===== config.mk =====
export PLATFORM = sky130hd
export DESIGN_NAME = squareroot_fp_digit
export DESIGN_NICKNAME = d
export VERILOG_FILES = /design/src/rtl/squareroot_fp_digit.sv
export SDC_FILE = /design/constraint.sdc
export NUM_CORES = 1
export LEC_CHECK = 0
export ABC_AREA = 1
export ABC_CLOCK_PERIOD_IN_PS = 2650
export CAP_MARGIN = 20
export CORE_MARGIN = 2
export CORE_UTILIZATION = 50
export CTS_BUF_LIST = sky130_fd_sc_hd__clkbuf_4 sky130_fd_sc_hd__clkbuf_8
export CTS_CLUSTER_DIAMETER = 50
export DETAILED_ROUTE_END_ITERATION = 8
export HOLD_SLACK_MARGIN = 0.1
export PLACE_DENSITY = 0.76
export REMOVE_ABC_BUFFERS = 1
export SLEW_MARGIN = 20
export SYNTH_ARGS = -nofsm -noshare
export SYNTH_HDL_FRONTEND = slang
export SYNTH_SLANG_ARGS = --single-unit
export TNS_END_PERCENT = 5

===== constraint.sdc =====
create_clock -name clk -period 2.65 [get_ports clk]
set_clock_uncertainty 0.15 [all_clocks]
set_input_delay 0.265 -clock clk [delete_from_list [all_inputs] [get_ports clk]]
set_output_delay 0.265 -clock clk [all_outputs]
set_load 0.005 [all_outputs]

===== src/rtl/squareroot_fp_digit.sv =====
// IEEE-754 square root, generic exponent/mantissa widths.
// Restoring digit-by-digit significand recurrence, one root bit per cycle, truncating.
module squareroot_fp_digit #(
    parameter int unsigned EXP_W = 8,
    parameter int unsigned MAN_W = 23
) (
    input  logic                   clk,
    input  logic                   rst,
    input  logic                   start,
    input  logic [EXP_W+MAN_W:0]   a,
    output logic                   rdy,
    output logic                   busy,
    output logic [EXP_W+MAN_W:0]   sqrt,
    output logic                   invalid,
    output logic                   inexact,
    output logic [2:0]             state
);

    localparam int unsigned W      = EXP_W + MAN_W + 1;
    localparam int unsigned RAD_W  = 2 * MAN_W + 2;
    localparam int unsigned ROOT_W = MAN_W + 1;
    localparam int unsigned REM_W  = MAN_W + 3;
    localparam int unsigned TMP_W  = MAN_W + 5;
    localparam int unsigned CNT_W  = $clog2(MAN_W + 2);
    localparam int unsigned BIAS   = (1 << (EXP_W - 1)) - 1;

    localparam logic [W-1:0] QNAN = {1'b0, {EXP_W{1'b1}}, 1'b1, {(MAN_W-1){1'b0}}};
    localparam logic [W-1:0] PINF = {1'b0, {EXP_W{1'b1}}, {MAN_W{1'b0}}};

    typedef enum logic [2:0] {
        S_IDLE = 3'd0,
        S_LOAD = 3'd1,
        S_ITER = 3'd2,
        S_DONE = 3'd3
    } state_t;

    state_t              state_q, state_d;
    logic [W-1:0]        a_q;
    logic [RAD_W-1:0]    rad_q;
    logic [ROOT_W-1:0]   root_q;
    logic [REM_W-1:0]    rem_q;
    logic [CNT_W-1:0]    cnt_q;
    logic [EXP_W-1:0]    exp_q;

    // operand classification and recurrence setup
    logic                s_c, e_zero_c, e_ones_c, m_nz_c;
    logic [EXP_W-1:0]    e_c;
    logic [ROOT_W-1:0]   m_int_c;
    logic signed [EXP_W:0] u_c, exp_s_c;
    logic [EXP_W-1:0]    exp_new_c;
    logic [RAD_W-1:0]    rad_new_c;

    always_comb begin
        s_c       = a_q[W-1];
        e_c       = a_q[W-2:MAN_W];
        m_int_c   = {1'b1, a_q[MAN_W-1:0]};
        e_zero_c  = (e_c == '0);
        e_ones_c  = &e_c;
        m_nz_c    = |a_q[MAN_W-1:0];
        u_c       = $signed({1'b0, e_c}) - $signed((EXP_W+1)'(BIAS));
        exp_s_c   = (u_c >>> 1) + $signed((EXP_W+1)'(BIAS));
        exp_new_c = EXP_W'(exp_s_c);
        rad_new_c = u_c[0] ? (RAD_W'(m_int_c) << (MAN_W + 1))
                           : (RAD_W'(m_int_c) << MAN_W);
    end

    // one restoring step: bring down two radicand bits, trial-subtract 4*root+1
    logic [TMP_W-1:0]    r_p_c, t_c, diff_c;
    logic                ge_c;
    logic [REM_W-1:0]    rem_step_c;
    logic [ROOT_W-1:0]   root_step_c;

    always_comb begin
        r_p_c       = {rem_q, rad_q[RAD_W-1 -: 2]};
        t_c         = TMP_W'({root_q, 2'b01});
        ge_c        = (r_p_c >= t_c);
        diff_c      = r_p_c - t_c;
        rem_step_c  = ge_c ? REM_W'(diff_c) : REM_W'(r_p_c);
        root_step_c = {root_q[ROOT_W-2:0], ge_c};
    end

    // next state and result selection
    logic                fin_c;
    logic [W-1:0]        res_c;
    logic                inv_c, inx_c;

    always_comb begin
        state_d = state_q;
        fin_c   = 1'b0;
        res_c   = sqrt;
        inv_c   = invalid;
        inx_c   = inexact;
        case (state_q)
            S_IDLE: if (start) state_d = S_LOAD;
            S_LOAD: begin
                state_d = S_DONE;
                fin_c   = 1'b1;
                inv_c   = 1'b0;
                inx_c   = 1'b0;
                if (e_zero_c) begin
                    res_c = {s_c, {(W-1){1'b0}}};
                end else if (e_ones_c && m_nz_c) begin
                    res_c = QNAN;
                end else if (e_ones_c && !s_c) begin
                    res_c = PINF;
                end else if (s_c) begin
                    res_c = QNAN;
                    inv_c = 1'b1;
                end else begin
                    state_d = S_ITER;
                    fin_c   = 1'b0;
                end
            end
            S_ITER: begin
                if (cnt_q == CNT_W'(1)) begin
                    state_d = S_DONE;
                    fin_c   = 1'b1;
                    res_c   = {1'b0, exp_q, root_step_c[MAN_W-1:0]};
                    inv_c   = 1'b0;
                    inx_c   = (rem_step_c != '0);
                end
            end
            S_DONE:  state_d = S_IDLE;
            default: state_d = S_IDLE;
        endcase
    end

    always_ff @(posedge clk) begin
        if (rst) state_q <= S_IDLE;
        else     state_q <= state_d;
    end

    always_ff @(posedge clk) begin
        if (rst) begin
            a_q     <= '0;
            rad_q   <= '0;
            root_q  <= '0;
            rem_q   <= '0;
            cnt_q   <= '0;
            exp_q   <= '0;
            rdy     <= 1'b0;
            busy    <= 1'b0;
            sqrt    <= '0;
            invalid <= 1'b0;
            inexact <= 1'b0;
        end else begin
            if (state_q == S_IDLE && start) a_q <= a;
            if (state_q == S_LOAD) begin
                rad_q  <= rad_new_c;
                root_q <= '0;
                rem_q  <= '0;
                cnt_q  <= CNT_W'(MAN_W + 1);
                exp_q  <= exp_new_c;
            end
            if (state_q == S_ITER) begin
                rad_q  <= rad_q << 2;
                root_q <= root_step_c;
                rem_q  <= rem_step_c;
                cnt_q  <= cnt_q - CNT_W'(1);
            end
            rdy  <= fin_c;
            busy <= (state_d != S_IDLE);
            if (fin_c) begin
                sqrt    <= res_c;
                invalid <= inv_c;
                inexact <= inx_c;
            end
        end
    end

    assign state = state_q;

endmodule


Yosys cells after proc, flatten, opt, wreduce, memory -nomap -nowiden --
Cells that the tools add are included.
Operators by class: $lt $le $gt $ge 1, multiplexer cells 36, equality and inequality tests 5, reduce and logical (&&, ||, !) cells 14, $add $sub $neg 4
Operators with widths (count):
- 2-to-1 mux 32 bit | 5
- 2-to-1 mux 48 bit | 3
- 2-to-1 mux 26 bit | 3
- one-hot mux 32 bit (2 select lines) | 1
- 2-to-1 mux 24 bit | 2
- >= comparator 28 x 26 -> 1 bit | 1
- nonzero test 26 bit | 1
- subtractor 26 bit | 1
- OR reduction 23 bit | 1
- 2-to-1 mux 1 bit | 14
- 2-to-1 mux 5 bit | 2
- one-hot mux 3 bit (3 select lines) | 1
- subtractor 8 x 7 -> 9 bit (second input constant) | 1
- adder 8 bit (second input constant) | 1
- zero test 8 bit | 1
- AND reduction 8 bit | 1
- 2-to-1 mux 3 bit | 2
- one-hot mux 1 bit (2 select lines) | 3
- == test 5 x 1 -> 1 bit (second input constant) | 1
- != test 5 bit (second input constant) | 1
- subtractor 5 x 1 -> 5 bit (second input constant) | 1
- AND reduction 4 bit | 1
- == test 3 x 1 -> 1 bit (second input constant) | 1
- == test 3 x 2 -> 1 bit (second input constant) | 1
- 8 further kinds | 10
Word-level totals: output and inout bits 39, bits in registers 182, input bits 35, word-level logic and storage cells 73

Depth between registers and ports, before layout --
depth after elaboration 7, gate-level depth with buffers 22, depth with buffers taken out 22

Least setup slack after synthesis --
Ideal clock, no wire load.
path type flip-flop to flip-flop, from register root_q[1], to register inexact, period minus slack after synthesis 2337 ps, path buffers 1, path slack 313 ps, arrival time 2075 ps, required time 2388 ps, cell stages (with the launch flop) 19, library setup time 112 ps, cells stage by stage dfxtp_1 -> inv_1 -> ha_1 -> nand2_1 -> nand2_2 -> nor2_4 -> inv_2 -> nand2_1 -> nand3_2 -> nand2_2 -> nand3_2 -> buf_6 -> or2_1 -> nand2_1 -> nand2_1 -> nor2_1 -> nand2_1 -> nand2_1 -> nand2_1
On the way: cells in the longest elaborated chain, start to end 5, elaborated cells on any way between the ends 6, classes of those cells 1 x add/sub; 1 x order compare; 3 x mux; 1 x reduce/logical
Ends and longest elaborated chain:
- start, declared | RTL line 40 | logic [ROOT_W-1:0] root_q;
- start signal, assigned | RTL line 157 | root_q <= root_step_c;
- subtractor 26 bit or >= comparator 28 x 26 -> 1 bit (tied branches) | RTL line 77, 76
- 2-to-1 mux 26 bit * | RTL line 78 | rem_step_c = ge_c ? REM_W'(diff_c) : REM_W'(r_p_c);
- nonzero test 26 bit * | RTL line 120 | inx_c = (rem_step_c != '0);
- 2-to-1 mux 1 bit * | RTL line 115 | if (cnt_q == CNT_W'(1)) begin
- one-hot mux 1 bit (2 select lines) * | RTL line 93 | case (state_q)
- end signal, assigned | RTL line 166 | inexact <= inx_c;
- end, declared | RTL line 15 | output logic inexact,
Mark *: on every way between the ends. The rest lies on a longest branch, timed or not. The select of a mux whose other input is x is not followed. A chain may end at the register's enable or synchronous reset.

Worst setup path in the final report --
from register root_q[16], to register inexact
The elaborated chain is that of the path after synthesis.

==> results_dict.tcl <==
set metrics [dict create \
    p_int_w 0.00396 \
    area_growth_syn_to_layout_pct 25.9 \
    grt_pass1_wl_microns 38500 \
    startpoint_type "register" \
    p_leak_nw 4.83 \
    yosys_warnings 0 \
    max-cap-violations 0 \
    syn_avg_cell_area_sq_um 6.48 \
    power.density_nw_per_um2 514 \
    swShare_pct 30.4 \
    arrival_ps 2840 \
    fillCellCount 1572 \
    ys_top_cells_by_area "dfxtp_1, nand2_1, inv_1, a21oi_1, o21ai_0" \
    place_inst 1679 \
    grt_pass1_vias 8126 \
    clk_latency_ps 470 \
    hold_viol_final 0 \
    cpMostUsedCell "nand2_1" \
    drv_slew 0 \
    grt_usage_pct 25.7 \
    hold_start "a[2]" \
    slew_headroom_pct 48.8 \
    rr_startpoint "root_q[16]" \
    setup_viol 0 \
    core-area_sq_um 17200 \
    ys.flop_type "dfxtp_1" \
    worstPathCellList "inv_1, ha_1, nand2_2, inv_2, a21oi_2, nand2_2, a21oi_4, nand3_4, buf_8, buf_4, or2_1, nand2_1, nand2_1, nor2_1, nand2_1, nand2_1, nand2_1" \
    die_w_microns 137 \
    cts_buffers 17 \
    synth_top_area_share_pct 36.2 \
    ys_seq_area_share_pct 36.2 \
    remaining_drc_errors 0 \
    drtIter0Drc 562 \
    synth_cell_types 43 \
    critPathMaxFanout 11 \
    clock_power_share_pct 35.5 \
    r2r_setup_slack_ps 20 \
    wirelength_microns 23600 \
    dieArea_sq_um 18700 \
    post_layout_nonfiller_instances 1718 \
    firstDrtPassIters 5 \
    root_buffer "clkbuf_8" \
    r2r_end "inexact" \
    crit_path_end_kind "register" \
    cts_sinks 159 \
    fmax_ghz 0.380 \
    syn_inst 1358 \
    dpl.hpwl_microns 17000 \
    drt.antenna.violating_nets 0 \
    start_util_pct 51.0 \
    pwr-share-comb_pct 20.5 \
    critPathSlowestCell "dfxtp_2" \
    p_switching_w 0.00173 \
    rsz0062_at_grt "yes" \
    drive_gt1_share_pct 14.1 \
    final_nets 1546 \
    hold_class "input pin to register" \
    synth_edf_count 0 \
    crit_required_ps 2860 \
    die_y_microns 137 \
    antenna_found_initial 0 \
    min_delay_path_depth 3 \
    cts_tree "done" \
    yosys.area.top_type "dfxtp_1" \
    synth_area_sq_um 8790 \
    slowest_delay_ps 340 \
    rows 48 \
    htree_levels 4 \
    vdd_ir_drop_max_uv 371 \
    status "complete, no violations" \
    grt_max_degree 76 \
    port_buffers 73 \
    place.gp.congestion 0.901 \
    critical_path_class "register to register" \
    tightestPinTransition_ps 767 \
    clkTransAtPathRegs_ps 90 \
    worst_hold_slack_ps 268 \
    netlist_top_cells_count "nand2_1, inv_1, dfxtp_1" \
    r2r_cells 17 \
    ys_ff_latch 159 \
    antenna-diode-count 0 \
    multi_input_area_sq_um 4930 \
    async_flop_share_pct 0 \
    regArea_sq_um 3190 \
    fin_crit_ps 2630 \
    p_seq_share_pct 44.0 \
    grt.overflow.total 0 \
    via_per_inst 5.14 \
    clk_path_buf_depth 2 \
    vias 8829 \
    post-route-period-util_pct 99.3 \
    synth.most_common_cell "nand2_1" \
    wire_per_inst_microns 13.7 \
    hold_path_end "a_q[2]" \
    ios 74 \
]
## power groups by stage
stage	clock (W)	sequential, W	combinational, W
floorplan	0	0.00255	0.000665
global placement	0	0.00255	0.00106
detailed placement	0	0.00256	0.00107
CTS	0.00205	0.00250	0.00109
global route	0.00214	0.00251	0.00131
finish	0.00202	0.00250	0.00117
## routing by layer
metal	vias up	track usage (%)	part of all wire (%)
met4	0	6.77	1.3
met3	24	4.30	4.3
li1	4586	-	-
met1	4029	34.6	48
met5	-	0	0
met2	190	42.6	47
## logic make-up after synthesis
kind of cell | synth area share, %
fa+ha+maj | 4.41
simple gates | 29.2
buf+inv | 11.8
flops | 36.2
xor+xnor | 1.69
compound gates | 16.7
other cells | 0.0426
## critical path: cells and delay by family, from the launching register on
| kind | cells | cell delay, ps |
|---|---|---|
| buffers and inverters | 4 | 400 |
| DFF | 1 | 340 |
| adders and majority gates | 1 | 320 |
| AOI/OAI and AO/OA | 2 | 330 |
| and+or+nand+nor | 10 | 980 |
## worst max path at each step
stage / from / to / slack (ps)
after floorplan: state[0] / rad_q[25] / -780
after global placement: root_q[22] / inexact / 0.2
after detailed placement: root_q[23] / inexact / -30
after CTS: root_q[11] / inexact / 10
after global routing: root_q[20] / inexact / -110
final: root_q[16] / inexact / 20
## flip-flops by register name, summed over array words and instances (netlist names)
name     count
a_q         32
sqrt        32
rem_q       26
rad_q       25
root_q      24
exp_q        8
cnt_q        5
state        3
busy         1
inexact      1
invalid      1
rdy          1
## layout make-up
type | instances | share of cell area [%]
inverters | 193 | 6.57
multi-input cells | 944 | 44.5
well taps | 225 | 2.54
repair buffers | 165 | 13.5
flip-flops and latches | 159 | 28.8
clock inverters | 12 | 1.54
clock buffers | 20 | 2.49
## layout by cell type, fill, tap and decap left out, types with 2 or more instances in the layout
master             n
a21oi_1          118
a21oi_2            4
a31oi_1           16
and2_1             2
buf_12             4
buf_4             85
bufinv_16          3
clkbuf_8          20
clkdlybuf4s50_1   72
clkinvlp_4         3
dfxtp_1          152
dfxtp_2            7
ha_1              14
ha_4              17
inv_1            180
inv_2             12
inv_6              4
inv_8              2
nand2_1          431
nand2_2           12
nand3_1           43
nand3_2            4
nand3b_1           2
nand4_1           34
nor2_1            54
nor2_2            13
nor2_4             8
nor4_1             4
o21ai_0          107
o21ai_1           17
o21bai_1           2
o221ai_1           3
o22ai_1            3
o31ai_1            2
xnor2_1            3
xor2_1            14
## through the flow
stage	power (W)	instance area (sq um)	util [%]	TNS (ps)	setup WS, ps
3_5_place_dp	0.00362	10200	59.1	-26.4	-26.4
6_report	0.00569	11100	64.2	0	19.8
3_3_place_gp	0.00361	10200	59.1	0	0.194
5_1_grt	0.00595	11100	64.2	-164	-110
2_1_floorplan	0.00322	8480	-	-64570	-777
4_1_cts	0.00564	10700	62.1	0	9.79
## what timing repair did
action                                  CTS  global route
pin swaps                                 2            11
hold buffers                              1             0
gates cloned                              0             1
resized for setup                         6            57
setup buffers                             1             4
endpoints found under the setup margin    1            23
endpoints found under the hold margin    10             0
No activity file was read; power rests on OpenSTA's default activity.
==> RTL change: new RTL, same settings <==
The parameter `EXP_W` goes from 8 to 6.
--- a/src/rtl/squareroot_fp_digit.sv
+++ b/src/rtl/squareroot_fp_digit.sv
@@ -2,5 +2,5 @@
 // Restoring digit-by-digit significand recurrence, one root bit per cycle, truncating.
 module squareroot_fp_digit #(
-    parameter int unsigned EXP_W = 8,
+    parameter int unsigned EXP_W = 6,
     parameter int unsigned MAN_W = 23
 ) (
Ports: changed (resized a and sqrt); port bits go from 74 to 70. No check against the original RTL was run, so the function may have changed too.
==> RTL change against the unedited design <==
Worst setup slack improved by 0.052 ns; core utilization rose by 1.5 points; total power fell by 4.4%; final area fell by 5.4%; first-iteration DRC count fell by 13%; sequential share of layout area rose by 0.64 points; routed wire length fell by 5.4%; sequential cell count fell by 6; synthesized cell count fell by 7.4%; area after synthesis fell by 7.1%; clock power fell by 3%.
==> RTL change: results (changes against the unedited design) <==
======================================================================================
Status .................................................................. finished clean   unchanged
Final-stage net count ...................................................        1,446   was 1,546
Placed cell areas ....................................................... 0.009513 mm²   was 0.01019 mm²
Post-detailed-routing wire length .......................................    22,300 µm   was 23,570 µm
Most used standard cells in the synthesized netlist ..................... 434 x nand2_1, 162 x inv_1, 153 x dfxtp_1   was 438 x nand2_1, 181 x inv_1, 159 x dfxtp_1
DR vias .................................................................        8,365   was 8,829
Detailed placer's ending HPWL ...........................................    15,730 µm   was 17,020 µm
Worst-path fanout max ...................................................            4   was 11
Vias in the first global route ..........................................        7,646   was 8,126
Leakage power of the design .............................................     4.450 nW   was 4.833 nW
Peak supply drop ........................................................     352.9 µV   was 370.5 µV
Top flop regs ........................................................... a_q (30), sqrt (30), rem_q (26)   was a_q (32), sqrt (32), rem_q (26)
Switching power total ...................................................     1.556 mW   was 1.727 mW
Crit path largest cell delay ............................................      0.44 ns   was 0.34 ns
Max_slew headroom .......................................................       47.28%   was 48.83%
Total of buffers placed on input and output ports .......................           69   was 73
Library cell contributing the largest single delay on the critical path .      dfxtp_1   was dfxtp_2
Largest net degree at the start of global routing .......................           74   was 76
Cell total after placement ..............................................        1,562   was 1,679
WHS .....................................................................    0.2793 ns   was 0.2676 ns
Distinct cells, synth ...................................................           40   was 43
Routed vias/inst ........................................................        5.192   was 5.139
Routability Congestion ..................................................       0.9631   was 0.9014
Post-Syn Area per Cell ..................................................    6.496 µm²   was 6.475 µm²
Worst Setup Slack, final ................................................   0.07176 ns   was 0.01983 ns
Wire length of the first global-routing pass ............................    35,580 µm   was 38,450 µm
======================================================================================
==> RTL change: power groups by stage <==
stage               clock, mW  combinational, mW  sequential, mW
floorplan                   0              0.593            2.44
global placement            0              0.951            2.44
finish                   1.96               1.09            2.39
CTS                      1.98              0.978            2.39
detailed placement          0              0.966            2.44
global route             2.07               1.22            2.39
==> RTL change: kinds of logic (layout without fill, tap and decap cells) <==
| family | Yosys count | after routing | share of synthesized area, % |
|---|---|---|---|
| XOR/XNOR | 12 | 12 | 1.286 |
| adder cells (fa/ha/maj) | 31 | 31 | 4.747 |
| other | 1 | 1 | 0.04589 |
| buffers and inverters | 220 | 357 | 10.43 |
| AND/OR/NAND/NOR | 599 | 599 | 30.06 |
| AO/OA/AOI/OAI | 242 | 242 | 15.95 |
| flip-flops | 153 | 153 | 37.48 |
==> RTL change: repair_timing <==
item / 4_1_cts / 5_1_grt
buffers inserted: 3 / 11
pin swaps: 0 / 15
setup endpoints to repair: 3 / 31
gates resized for setup: 5 / 76
hold endpoints to repair: 9 / 0
gates cloned: 1 / 1
hold buffers: 1 / 0
==> RTL change: path summary, 6_finish.rpt <==
check,startpoint,cells past startpoint,endpoint
max,rem_q[4],18,inexact
min reg2reg,sqrt[8],2,sqrt[8]
max reg2reg,rem_q[4],18,inexact
min,a[0],3,a_q[0]
==> RTL change: layout make-up <==
cell class / count / area, µm²
clock buffer: 21 / 270.3
clock inverter: 11 / 170.2
fill: 1414 / 5472
inverter: 165 / 623.1
multi-input combinational: 885 / 4604
sequential: 153 / 3087
tap: 216 / 270.3
timing repair buffer: 159 / 1439
timing repair inverter: 1 / 7.507
==> RTL change: routing by layer <==
metal,routed length (µm),track usage (%),up-vias
met3,1128,4.575,45
met2,10390,40.61,229
met5,0,0,-
met4,626,9.541,0
met1,10160,32.47,3812
li1,-,-,4279
